[config.mk]
export PLATFORM = sky130hd
export DESIGN_NAME = ibex_mem_arbiter
export DESIGN_NICKNAME = d
export VERILOG_FILES = /design/src/rtl/ibex_mem_arbiter.sv
export SDC_FILE = /design/constraint.sdc
export NUM_CORES = 1
export LEC_CHECK = 0
export CAP_MARGIN = 25
export CELL_PAD_IN_SITES_DETAIL_PLACEMENT = 1
export CELL_PAD_IN_SITES_GLOBAL_PLACEMENT = 1
export CORE_AREA = 2 2 96 98
export DETAILED_ROUTE_END_ITERATION = 10
export DIE_AREA = 0 0 98 100
export DONT_BUFFER_PORTS = 1
export GPL_TIMING_DRIVEN = 0
export PLACE_DENSITY_LB_ADDON = 0.1
export RECOVER_POWER = 50
export REMOVE_ABC_BUFFERS = 1
export SLEW_MARGIN = 10
export SYNTH_ARGS = -nofsm -noshare
export SYNTH_HDL_FRONTEND = slang
export SYNTH_SLANG_ARGS = --single-unit
[constraint.sdc]
create_clock -name clk_i -period 1.7 [get_ports clk_i]
set_input_delay 0.34 -clock clk_i [delete_from_list [all_inputs] [get_ports clk_i]]
set_output_delay 0.34 -clock clk_i [all_outputs]
set_load 0.1 [all_outputs]
[src/rtl/ibex_mem_arbiter.sv]
// Two-host (instr/data) arbiter onto one req/gnt/rvalid memory port.
// Forwards the winner's payload and keeps a FIFO of granted host IDs
// so in-order responses are steered back to whichever host issued them.
module ibex_mem_arbiter #(
  parameter int unsigned MaxOutstanding = 2,
  parameter bit          RoundRobin     = 1'b1
) (
  input  logic        clk_i,
  input  logic        rst_i,
  input  logic        instr_req_i,
  output logic        instr_gnt_o,
  output logic        instr_rvalid_o,
  input  logic [31:0] instr_addr_i,
  input  logic        data_req_i,
  output logic        data_gnt_o,
  output logic        data_rvalid_o,
  input  logic        data_we_i,
  input  logic [3:0]  data_be_i,
  input  logic [31:0] data_addr_i,
  input  logic [31:0] data_wdata_i,
  output logic [31:0] rsp_rdata_o,
  output logic        rsp_err_o,
  output logic        mem_req_o,
  input  logic        mem_gnt_i,
  input  logic        mem_rvalid_i,
  output logic        mem_we_o,
  output logic [3:0]  mem_be_o,
  output logic [31:0] mem_addr_o,
  output logic [31:0] mem_wdata_o,
  input  logic [31:0] mem_rdata_i,
  input  logic        mem_err_i
);

  localparam int unsigned CntW = $clog2(MaxOutstanding + 1);
  localparam int unsigned PtrW = (MaxOutstanding > 1) ? $clog2(MaxOutstanding) : 1;

  typedef enum logic {IDLE, LOCKED} state_e;

  state_e                    state_q, state_d;
  logic                      lock_id_q, lock_id_d;   // host frozen while LOCKED (1=data)
  logic                      last_q, last_d;         // last granted host (1=data)
  logic [MaxOutstanding-1:0] id_mem_q, id_mem_d;
  logic [PtrW-1:0]           wptr_q, wptr_d, rptr_q, rptr_d;
  logic [CntW-1:0]           count_q, count_d;

  logic win_id, win_req, grant, pop, fifo_empty, head_id;

  function automatic logic [PtrW-1:0] ptr_inc(input logic [PtrW-1:0] p);
    if (p == PtrW'(MaxOutstanding - 1)) return '0;
    return p + PtrW'(1);
  endfunction

  // Winner selection: frozen while LOCKED, otherwise lone requester or tie-break.
  always_comb begin
    win_id = 1'b0;
    if (state_q == LOCKED)                 win_id = lock_id_q;
    else if (instr_req_i && data_req_i)    win_id = RoundRobin ? ~last_q : 1'b1;
    else                                   win_id = data_req_i;
  end

  assign win_req    = win_id ? data_req_i : instr_req_i;
  // Uses the registered count only: a full FIFO blocks even if a response pops this cycle.
  assign mem_req_o  = win_req & (count_q < CntW'(MaxOutstanding));
  assign grant      = mem_req_o & mem_gnt_i;
  assign fifo_empty = (count_q == '0);
  assign pop        = mem_rvalid_i & ~fifo_empty;
  assign head_id    = id_mem_q[rptr_q];

  // Lock state register plus bookkeeping flops.
  always_ff @(posedge clk_i or posedge rst_i) begin
    if (rst_i) begin
      state_q   <= IDLE;
      lock_id_q <= 1'b0;
      last_q    <= 1'b1;
      id_mem_q  <= '0;
      wptr_q    <= '0;
      rptr_q    <= '0;
      count_q   <= '0;
    end else begin
      state_q   <= state_d;
      lock_id_q <= lock_id_d;
      last_q    <= last_d;
      id_mem_q  <= id_mem_d;
      wptr_q    <= wptr_d;
      rptr_q    <= rptr_d;
      count_q   <= count_d;
    end
  end

  // Next lock state: hold the winner while the memory stalls a request.
  always_comb begin
    state_d   = state_q;
    lock_id_d = lock_id_q;
    case (state_q)
      IDLE: begin
        if (mem_req_o && !mem_gnt_i) begin
          state_d   = LOCKED;
          lock_id_d = win_id;
        end
      end
      LOCKED: begin
        // A withdrawn request releases the lock; arbitration restarts next cycle.
        if (mem_gnt_i || !win_req) state_d = IDLE;
      end
      default: state_d = IDLE;
    endcase
  end

  // Grants, downstream payload and response steering.
  always_comb begin
    instr_gnt_o    = grant & ~win_id;
    data_gnt_o     = grant &  win_id;
    instr_rvalid_o = pop & ~head_id;
    data_rvalid_o  = pop &  head_id;
    mem_we_o       = 1'b0;
    mem_be_o       = 4'h0;
    mem_addr_o     = 32'h0;
    mem_wdata_o    = 32'h0;
    if (mem_req_o) begin
      if (win_id) begin
        mem_we_o    = data_we_i;
        mem_be_o    = data_be_i;
        mem_addr_o  = data_addr_i;
        mem_wdata_o = data_wdata_i;
      end else begin
        mem_be_o    = 4'hF;
        mem_addr_o  = instr_addr_i;
      end
    end
  end

  assign rsp_rdata_o = mem_rdata_i;
  assign rsp_err_o   = mem_err_i;

  // ID FIFO push/pop, occupancy and round-robin history.
  always_comb begin
    id_mem_d = id_mem_q;
    wptr_d   = wptr_q;
    rptr_d   = rptr_q;
    count_d  = count_q;
    last_d   = last_q;
    if (grant) begin
      id_mem_d[wptr_q] = win_id;
      wptr_d           = ptr_inc(wptr_q);
      last_d           = win_id;
    end
    if (pop) rptr_d = ptr_inc(rptr_q);
    case ({grant, pop})
      2'b10:   count_d = count_q + CntW'(1);
      2'b01:   count_d = count_q - CntW'(1);
      default: count_d = count_q;
    endcase
  end

  // A response with nothing outstanding is dropped; flag it as a bus protocol error.
  assert property (@(posedge clk_i) disable iff (rst_i) !(mem_rvalid_i && fifo_empty))
    else $warning("ibex_mem_arbiter: mem_rvalid_i with no outstanding request, dropped");

endmodule
==> results of run 1 <==
==> registers in the layout, summed over array words and instances (netlist names) <==
signal,count
rptr_q,1
wptr_q,1
lock_id_q,1
last_q,1
id_mem_q,2
state_q,1
count_q,2
==> critical path, cell delays in order, from the launching register on <==
cell and delay (ps):
sky130_fd_sc_hd__dfrtp_2 420, sky130_fd_sc_hd__a21bo_1 220, sky130_fd_sc_hd__a211o_4 400, sky130_fd_sc_hd__inv_12 160, sky130_fd_sc_hd__nand2_8 80, sky130_fd_sc_hd__nor2_4 490
==> routing by layer <==
metal  up-vias  GRT usage (%)
met2       168          21.39
met4         4          1.282
met1       804          16.67
met3         4          7.521
met5         -          5.641
li1        743              -
==> cell usage after synthesis <==
master and count:
sky130_fd_sc_hd__a2111oi_0 1, sky130_fd_sc_hd__a211o_1 1, sky130_fd_sc_hd__a21bo_1 1, sky130_fd_sc_hd__a21oi_1 34, sky130_fd_sc_hd__a22o_1 1, sky130_fd_sc_hd__a22oi_1 1, sky130_fd_sc_hd__a32o_1 1, sky130_fd_sc_hd__and2_1 33
sky130_fd_sc_hd__buf_1 1, sky130_fd_sc_hd__buf_2 7, sky130_fd_sc_hd__buf_4 33, sky130_fd_sc_hd__buf_6 1, sky130_fd_sc_hd__clkbuf_1 7, sky130_fd_sc_hd__dfrtp_1 8, sky130_fd_sc_hd__dfstp_2 1, sky130_fd_sc_hd__ha_1 1
sky130_fd_sc_hd__inv_1 4, sky130_fd_sc_hd__inv_2 1, sky130_fd_sc_hd__mux2_1 2, sky130_fd_sc_hd__mux2i_1 1, sky130_fd_sc_hd__nand2_1 66, sky130_fd_sc_hd__nand2_4 1, sky130_fd_sc_hd__nand3_1 1, sky130_fd_sc_hd__nor2_1 12
sky130_fd_sc_hd__nor2b_1 3, sky130_fd_sc_hd__nor3_1 2, sky130_fd_sc_hd__nor3b_1 1, sky130_fd_sc_hd__o21ai_0 1, sky130_fd_sc_hd__o31ai_1 2, sky130_fd_sc_hd__xnor2_1 4, sky130_fd_sc_hd__xor2_1 1
==> final cells by class <==
type,instances,area (um^2),share of cell area [%]
multi-input cells,172,1292,48.41
clock buffers,4,45.04,1.687
well taps,111,138.9,5.201
repair buffers,58,932.1,34.91
flip-flops and latches,9,230.2,8.622
inverters,5,31.28,1.172
==> placed cells by master (no fill, tap or decap), drive strengths merged, types with 2 or more instances in the layout <==
cell type	synthesis	routed
a21oi	34	34
a22o	1	2
and2	33	33
buf	42	54
clkbuf	7	7
dfrtp	8	8
inv	5	5
mux2	2	2
nand2	67	67
nor2	12	12
nor2b	3	3
nor3	2	2
o31ai	2	2
xnor2	4	4
==> worst min-delay path by stage <==
stage               slack (ps)                     end
global placement           240   lock_id_q$_DFFE_PP0P_
finish                     180       state_q$_DFF_PP0_
floorplan                  170  count_q[0]$_DFFE_PP0P_
CTS                        170       state_q$_DFF_PP0_
detailed placement         240  count_q[0]$_DFFE_PP0P_
global route               190       state_q$_DFF_PP0_
==> power by group <==
| group | internal (W) | switching [W] | total [W] |
|---|---|---|---|
| combinational | 0.00203 | 0.00478 | 0.00682 |
| clock | 0.000164 | 0.0000921 | 0.000256 |
| sequential | 0.000336 | 0.000135 | 0.000471 |
==> cell families after synthesis <==
| logic type | count (synthesis) | synth area share [%] |
|---|---|---|
| compound gates | 43 | 16.78 |
| xor+xnor | 5 | 3.012 |
| fa+ha+maj | 1 | 0.8604 |
| buf+inv | 54 | 23.58 |
| flops | 9 | 15.58 |
| mux | 3 | 2.237 |
| simple gates | 119 | 37.95 |
==> stage by stage <==
stage	total power [W]	setup WS [ps]	hold WS (ps)	std cells	instance area (um^2)
2_1_floorplan	0.004664	-2259	167.2	185	1130
3_5_place_dp	0.006240	-1293	237.5	332	2031
5_1_grt	0.007816	-694.4	185.3	359	2670
6_report	0.007543	-651.6	175.9	359	2670
3_3_place_gp	0.005013	-3616	237.6	296	1269
4_1_cts	0.007189	-659.8	172.7	351	2446
==> timing repair <==
item | CTS | global route
gates resized for setup | 102 | 33
hold endpoints to repair | 8 | 0
cloned | 1 | 1
buffers inserted | 13 | 8
hold buffers | 1 | 0
pin swaps | 49 | 8
setup endpoints to repair | 80 | 80
==> metrics.md, run 1 <==
| Metric | Value |
|---|---|
| Flip-flop and latch count after synthesis | `9` |
| Routed vias | `1723` |
| Clock latency on the worst-skew pair | `230 ps` |
| P_leak | `1.086 nW` |
| FF-to-FF Start | `lock_id_q$_DFFE_PP0P_` |
| Cell type with the highest aggregate area in the netlist | `sky130_fd_sc_hd__buf_4` |
| Endpoints failing setup | `80` |
| Ys Warns | `0` |
| Maximum vdd ir drop | `1.359 mV` |
| Height of the die | `100 um` |
| Final routed wirelength across all metal layers | `7.550 mm` |
| Gpl congestion | `0.6559` |
| Worst-case clock buffer depth | `2` |
| Max H-tree Level | `1` |
| Setup total negative slack | `-35590 ps` |
| Number of DRC violations after detailed-routing iteration 0 | `39` |
| Destination of the worst register-to-register timing path | `count_q[1]$_DFFE_PP0P_` |
| Routed WL per cell | `21.03 um` |
| Total power divided by cell area | `2825 nW/um^2` |
| Fin nets | `390` |
| Setup skew after layout | `3.186 ps` |
| First-pass GRT wire length | `10.32 mm` |
| Number of buffers added on ports | `0` |
| Pins Over Slew Limit | `0` |
| Die Outline Area | `9800 um^2` |
| Syn-to-layout area delta | `83.65%` |
| Synth Area per Inst | `6.213 um^2` |
| Num ports | `247` |
| Data arrival time of the critical path | `2010 ps` |
| Cells taking the most area after synthesis | `sky130_fd_sc_hd__buf_4, sky130_fd_sc_hd__nand2_1, sky130_fd_sc_hd__and2_1` |
| Violated checks | `negative setup slack` |
| Tcrit/Tclk final | `138.3%` |
| Initial Util | `16.35%` |
| Worst reg2reg setup slack | `-330 ps` |
| TritonCTS Sinks | `9` |
| Top routing layer in use | `met5` |
| Number of max-cap violations | `0` |
| Number of buffers inserted during clock tree synthesis | `3` |
| Vias in the first global route | `1762` |
| Post-CTS clock slew at the launch and capture registers of the worst setup and hold paths | `50 ps` |
| Total routing resource utilization after global routing | `13.64%` |
| Total met3 wirelength after detailed routing | `983 um` |
| # fillers | `1008` |
| Maximum net fanout on the critical path | `4` |
| Layout cell share with drive strength beyond 1 | `62.10%` |
| Antenna violations before repair | `0` |
| HP Class | `in2reg` |
| Slew at the pin with the worst max-slew slack | `621.6 ps` |
| Fmax | `425.2 MHz` |
| Remaining global-route overflow | `0` |
| CTS tree | `done` |
| Final min period | `2352 ps` |
| Cell row count | `35` |
| Sequential area share after synthesis | `15.58%` |
| Endpoint class of the critical path | `output pin` |
| Setup repair after global routing missed its margin | `yes` |
| Hold path depth | `1` |
| Post-synth cell types | `31` |
| Setup CP Type | `reg2out` |
| Routed wl met2 | `3.411 mm` |
| DIE WIDTH | `98 um` |
| Required time at the worst-slack endpoint | `1360 ps` |
| Final Hold Viols | `0` |
| Pre-Repair DR Iteration Count | `4` |
| Final Worst Setup Slack | `-651.6 ps` |
| Via density | `4.799` |
| Depth of the worst register-to-register path | `9` |
| Core region area | `8890 um^2` |
| Launching element type of the critical path | `flop` |
| Timing endpoint of the critical path | `data_gnt_o` |
| Cell at the root of the clock tree | `sky130_fd_sc_hd__clkbuf_8` |
| Hold Crit Start | `mem_gnt_i` |
| Post-detailed-route DRC marker count | `0` |
| Max-slew headroom | `58.46%` |
| Portion of synthesized cell area occupied by the leading cell type | `17.04%` |
| Post-Synthesis Cells | `234` |
| Fraction of the core area covered by cells at the end of the flow | `30.04%` |
| Metal-1 WL | `3.072 mm` |
| Final antenna-violating net count | `0` |
| Sum of net half-perimeters after detailed placement | `5.247 mm` |
| Diodes inserted | `0` |
| Summed instance area of the synthesized netlist | `1454 um^2` |
| Maximum number of pins on one net before global-route repair | `31` |
| Outcome | `complete, but fails checks` |
| Start point of the critical path | `lock_id_q$_DFFE_PP0P_` |
(Power assumes the default switching activity.)
==> run 2: changes to the inputs <==
Settings changed: ABC_AREA set to 1, REMOVE_ABC_BUFFERS 1 to unset.
==> metrics.md, run 2 <==
| Metric | Value |
|---|---|
| Pins Over Slew Limit | `0 (unchanged)` |
| Initial Util | `17.95% (was 16.35%)` |
| Endpoints failing setup | `79 (was 80)` |
| # fillers | `1026 (was 1008)` |
| Violated checks | `negative setup slack (unchanged)` |
| Vias in the first global route | `2019 (was 1762)` |
| Number of buffers added on ports | `0 (unchanged)` |
| Most common flop cell mapped by yosys | `sky130_fd_sc_hd__dfrtp_1 (unchanged)` |
| Fmax | `429.5 MHz (was 425.2 MHz)` |
| Syn-to-layout area delta | `102.5% (was 83.65%)` |
| Area fraction in compound gates after synthesis | `13.18% (was 16.78%)` |
| Portion of synthesized cell area occupied by the leading cell type | `24.71% (was 17.04%)` |
| Destination of the worst register-to-register timing path | `count_q[1]$_DFFE_PP0P_ (unchanged)` |
| Post-CTS clock slew at the launch and capture registers of the worst setup and hold paths | `50 ps (about the same)` |
| Cell row count | `35 (unchanged)` |
| Multiplexer share of the synthesized area | `0% (was 2.238%)` |
| Depth of the worst register-to-register path | `12 (was 9)` |
| Maximum net fanout on the critical path | `6 (was 4)` |
| Launching element type of the critical path | `flop (unchanged)` |
| Data arrival time of the critical path | `1990 ps (was 2010 ps)` |
| Layout cell share with drive strength beyond 1 | `66.77% (was 62.10%)` |
| Endpoint class of the critical path | `output pin (unchanged)` |
| Outcome | `complete, but fails checks (unchanged)` |
| Max H-tree Level | `1 (unchanged)` |
| Number of max-cap violations | `0 (unchanged)` |
| HP Class | `in2reg (unchanged)` |
| Cells taking the most area after synthesis | `sky130_fd_sc_hd__nand2_1, sky130_fd_sc_hd__buf_4, sky130_fd_sc_hd__dfrtp_1 (was sky130_fd_sc_hd__buf_4, sky130_fd_sc_hd__nand2_1, sky130_fd_sc_hd__and2_1)` |
| Final min period | `2328 ps (was 2352 ps)` |
| Final routed wirelength across all metal layers | `7.016 mm (was 7.550 mm)` |
| Sequential area share after synthesis | `14.20% (was 15.58%)` |
| Remaining global-route overflow | `0 (unchanged)` |
| Post-detailed-route DRC marker count | `0 (unchanged)` |
| Largest family of logic cells by synthesized area | `simple AND/OR/NAND/NOR gates (unchanged)` |
| Worst Hold End | `rptr_q$_DFFE_PP0P_ (was state_q$_DFF_PP0_)` |
| Final Hold Viols | `0 (unchanged)` |
| Post-synth cell types | `24 (was 31)` |
| Hold Crit Start | `mem_rvalid_i (was mem_gnt_i)` |
| Max-slew headroom | `51.95% (was 58.46%)` |
| Setup repair after global routing missed its margin | `yes (unchanged)` |
| Worst reg2reg setup slack | `-330 ps (about the same)` |
| Routed vias | `1949 (was 1723)` |
| CTS tree | `done (unchanged)` |
| Most frequent cells in the layout | `sky130_fd_sc_hd__nand2_1, sky130_fd_sc_hd__nor2_4, sky130_fd_sc_hd__a21oi_4 (was sky130_fd_sc_hd__nand2_1, sky130_fd_sc_hd__and2_4, sky130_fd_sc_hd__a21oi_2)` |
| Height of the die | `100 um (unchanged)` |
| Most numerous cell in the Yosys netlist | `sky130_fd_sc_hd__nand2_1 (unchanged)` |
| Syn nets | `420` |
| TritonCTS Sinks | `9 (unchanged)` |
| Antenna violations before repair | `0 (unchanged)` |
| Die Outline Area | `9800 um^2 (unchanged)` |
| Final antenna-violating net count | `0 (unchanged)` |
| Clock latency on the worst-skew pair | `240 ps (was 230 ps)` |
| Routed WL per cell | `16.55 um (was 21.03 um)` |
| Number of DRC violations after detailed-routing iteration 0 | `13 (was 39)` |
| Simple-gate share of the synthesized area | `41.57% (was 37.95%)` |
| Via density | `4.597 (was 4.799)` |
| Hold path depth | `2 (was 1)` |
| FF-to-FF Start | `state_q$_DFF_PP0_ (was lock_id_q$_DFFE_PP0P_)` |
| Total routing resource utilization after global routing | `12.77% (was 13.64%)` |
| Post-synth EDFFs | `0 (unchanged)` |
| Maximum number of pins on one net before global-route repair | `11 (was 31)` |
| Post-synthesis adder-cell area fraction | `0.7843% (was 0.8606%)` |
| Share of the synthesized netlist area taken by xor and xnor gates | `2.196% (was 3.012%)` |
| Worst-case clock buffer depth | `2 (unchanged)` |
| Pre-Repair DR Iteration Count | `4 (unchanged)` |
| Fin nets | `455 (was 390)` |
| Setup CP Type | `reg2out (unchanged)` |
| Leading post-synthesis cells by instance count | `sky130_fd_sc_hd__nand2_1, sky130_fd_sc_hd__nor2_1, sky130_fd_sc_hd__buf_4 (was sky130_fd_sc_hd__nand2_1, sky130_fd_sc_hd__a21oi_1, sky130_fd_sc_hd__and2_1, sky130_fd_sc_hd__buf_4, sky130_fd_sc_hd__nor2_1)` |
| Slew at the pin with the worst max-slew slack | `719.2 ps (was 621.6 ps)` |
| Number of buffers inserted during clock tree synthesis | `3 (unchanged)` |
| Sum of net half-perimeters after detailed placement | `5.328 mm (was 5.247 mm)` |
| Synth Area per Inst | `5.718 um^2 (was 6.213 um^2)` |
| Required time at the worst-slack endpoint | `1360 ps (about the same)` |
| Diodes inserted | `0 (unchanged)` |
| Summed instance area of the synthesized netlist | `1595 um^2 (was 1454 um^2)` |
| Setup skew after layout | `7.078 ps (was 3.186 ps)` |
| Cell type with the highest aggregate area in the netlist | `sky130_fd_sc_hd__nand2_1 (was sky130_fd_sc_hd__buf_4)` |
| Core region area | `8890 um^2 (unchanged)` |
| Final Worst Setup Slack | `-628.2 ps (was -651.6 ps)` |
| Num ports | `247 (unchanged)` |
| DIE WIDTH | `98 um (unchanged)` |
| Post-Synthesis Cells | `279 (was 234)` |
| Cell at the root of the clock tree | `sky130_fd_sc_hd__clkbuf_8 (unchanged)` |
| Tcrit/Tclk final | `137.0% (was 138.3%)` |
| Regs by FF count | `count_q x2, id_mem_q x2 (unchanged)` |
| Most common cell after layout, fill and taps aside | `sky130_fd_sc_hd__nand2_1 (unchanged)` |
| Worst slack after detailed placement | `-517.8 ps (was -1293 ps)` |
| Flip-flop and latch count after synthesis | `9 (unchanged)` |
| Gpl congestion | `0.7452 (was 0.6559)` |
| First-pass GRT wire length | `10.25 mm (was 10.32 mm)` |
| FFs w/ async S/R, synth | `100.0% (unchanged)` |
| Ys Warns | `0 (unchanged)` |
## run 2: cell type report
cell class	count	area (um^2)	share of cell area, %
tap	111	138.9	4.299
clock buffer	3	41.29	1.278
buffer	51	495.5	15.34
multi-input combinational	208	1836	56.82
sequential	9	229.0	7.088
timing repair buffer	29	431.7	13.36
clock inverter	1	5.005	0.1549
inverter	12	53.80	1.665
## run 2: cell families (layout without fill, tap and decap cells)
family                   after synthesis  in the layout
AO/OA/AOI/OAI                         41             41
flip-flops                             9              9
buffers and inverters                 63             96
XOR/XNOR                               4              4
AND/OR/NAND/NOR                      161            162
adder cells (fa/ha/maj)                1              1
## run 2: worst max path at each step
stage,cells after the start,slack (ps),to,from
floorplan,8,-300,mem_addr_o[15],last_q$_DFFE_PP1N_
global placement,8,-500,mem_addr_o[16],last_q$_DFFE_PP1N_
detailed placement,8,-520,mem_addr_o[16],last_q$_DFFE_PP1N_
CTS,8,-680,mem_addr_o[27],last_q$_DFFE_PP1N_
global route,7,-710,mem_wdata_o[12],state_q$_DFF_PP0_
finish,8,-630,mem_addr_o[21],last_q$_DFFE_PP1N_
## run 2: per-layer routing
metal,routed length (um),part of all wire (%),global-route usage [%],up-vias
li1,-,-,-,902
met2,3771,54,23.50,134
met1,2498,36,15.40,911
met4,27,0.38,2.244,0
met3,718,10,2.855,2
met5,0,0,0,-
## run 2: worst max-delay path, cell delays in order, from the launching register on
cell and delay, ps:
sky130_fd_sc_hd__dfstp_2 530, sky130_fd_sc_hd__nand2_2 60, sky130_fd_sc_hd__nand3_4 100, sky130_fd_sc_hd__nand2_8 80, sky130_fd_sc_hd__inv_6 60, sky130_fd_sc_hd__buf_12 120
sky130_fd_sc_hd__clkbuf_16 160, sky130_fd_sc_hd__nand2_4 50, sky130_fd_sc_hd__a21oi_4 580
## run 2: per-stage QoR
| stage | hold WS (ps) | util (%) | std cells | setup TNS [ps] | area, um^2 |
|---|---|---|---|---|---|
| after floorplan | 167.2 | - | 279 | -17510 | 2301 |
| after global placement | 234.4 | 27.45 | 390 | -30770 | 2440 |
| after detailed placement | 236.2 | 27.45 | 390 | -31940 | 2440 |
| after CTS | 351.9 | 33.88 | 418 | -44580 | 3012 |
| after global routing | 375.5 | 36.34 | 424 | -49790 | 3231 |
| final | 352.8 | 36.34 | 424 | -42760 | 3231 |
## run 2: repair_timing
| action | 4_1_cts | 5_1_grt |
|---|---|---|
| endpoints found under the setup margin | 77 | 81 |
| hold buffers | 1 | 0 |
| gates resized for setup | 60 | 45 |
| endpoints found under the hold margin | 8 | 0 |
| gates cloned | 6 | 3 |
| pin swaps | 33 | 44 |
| setup buffers | 18 | 4 |
Power of run 2 is left out: the tool's default activity adds up to more than one toggle a clock period on the data nets, which glitch-free logic cannot reach.
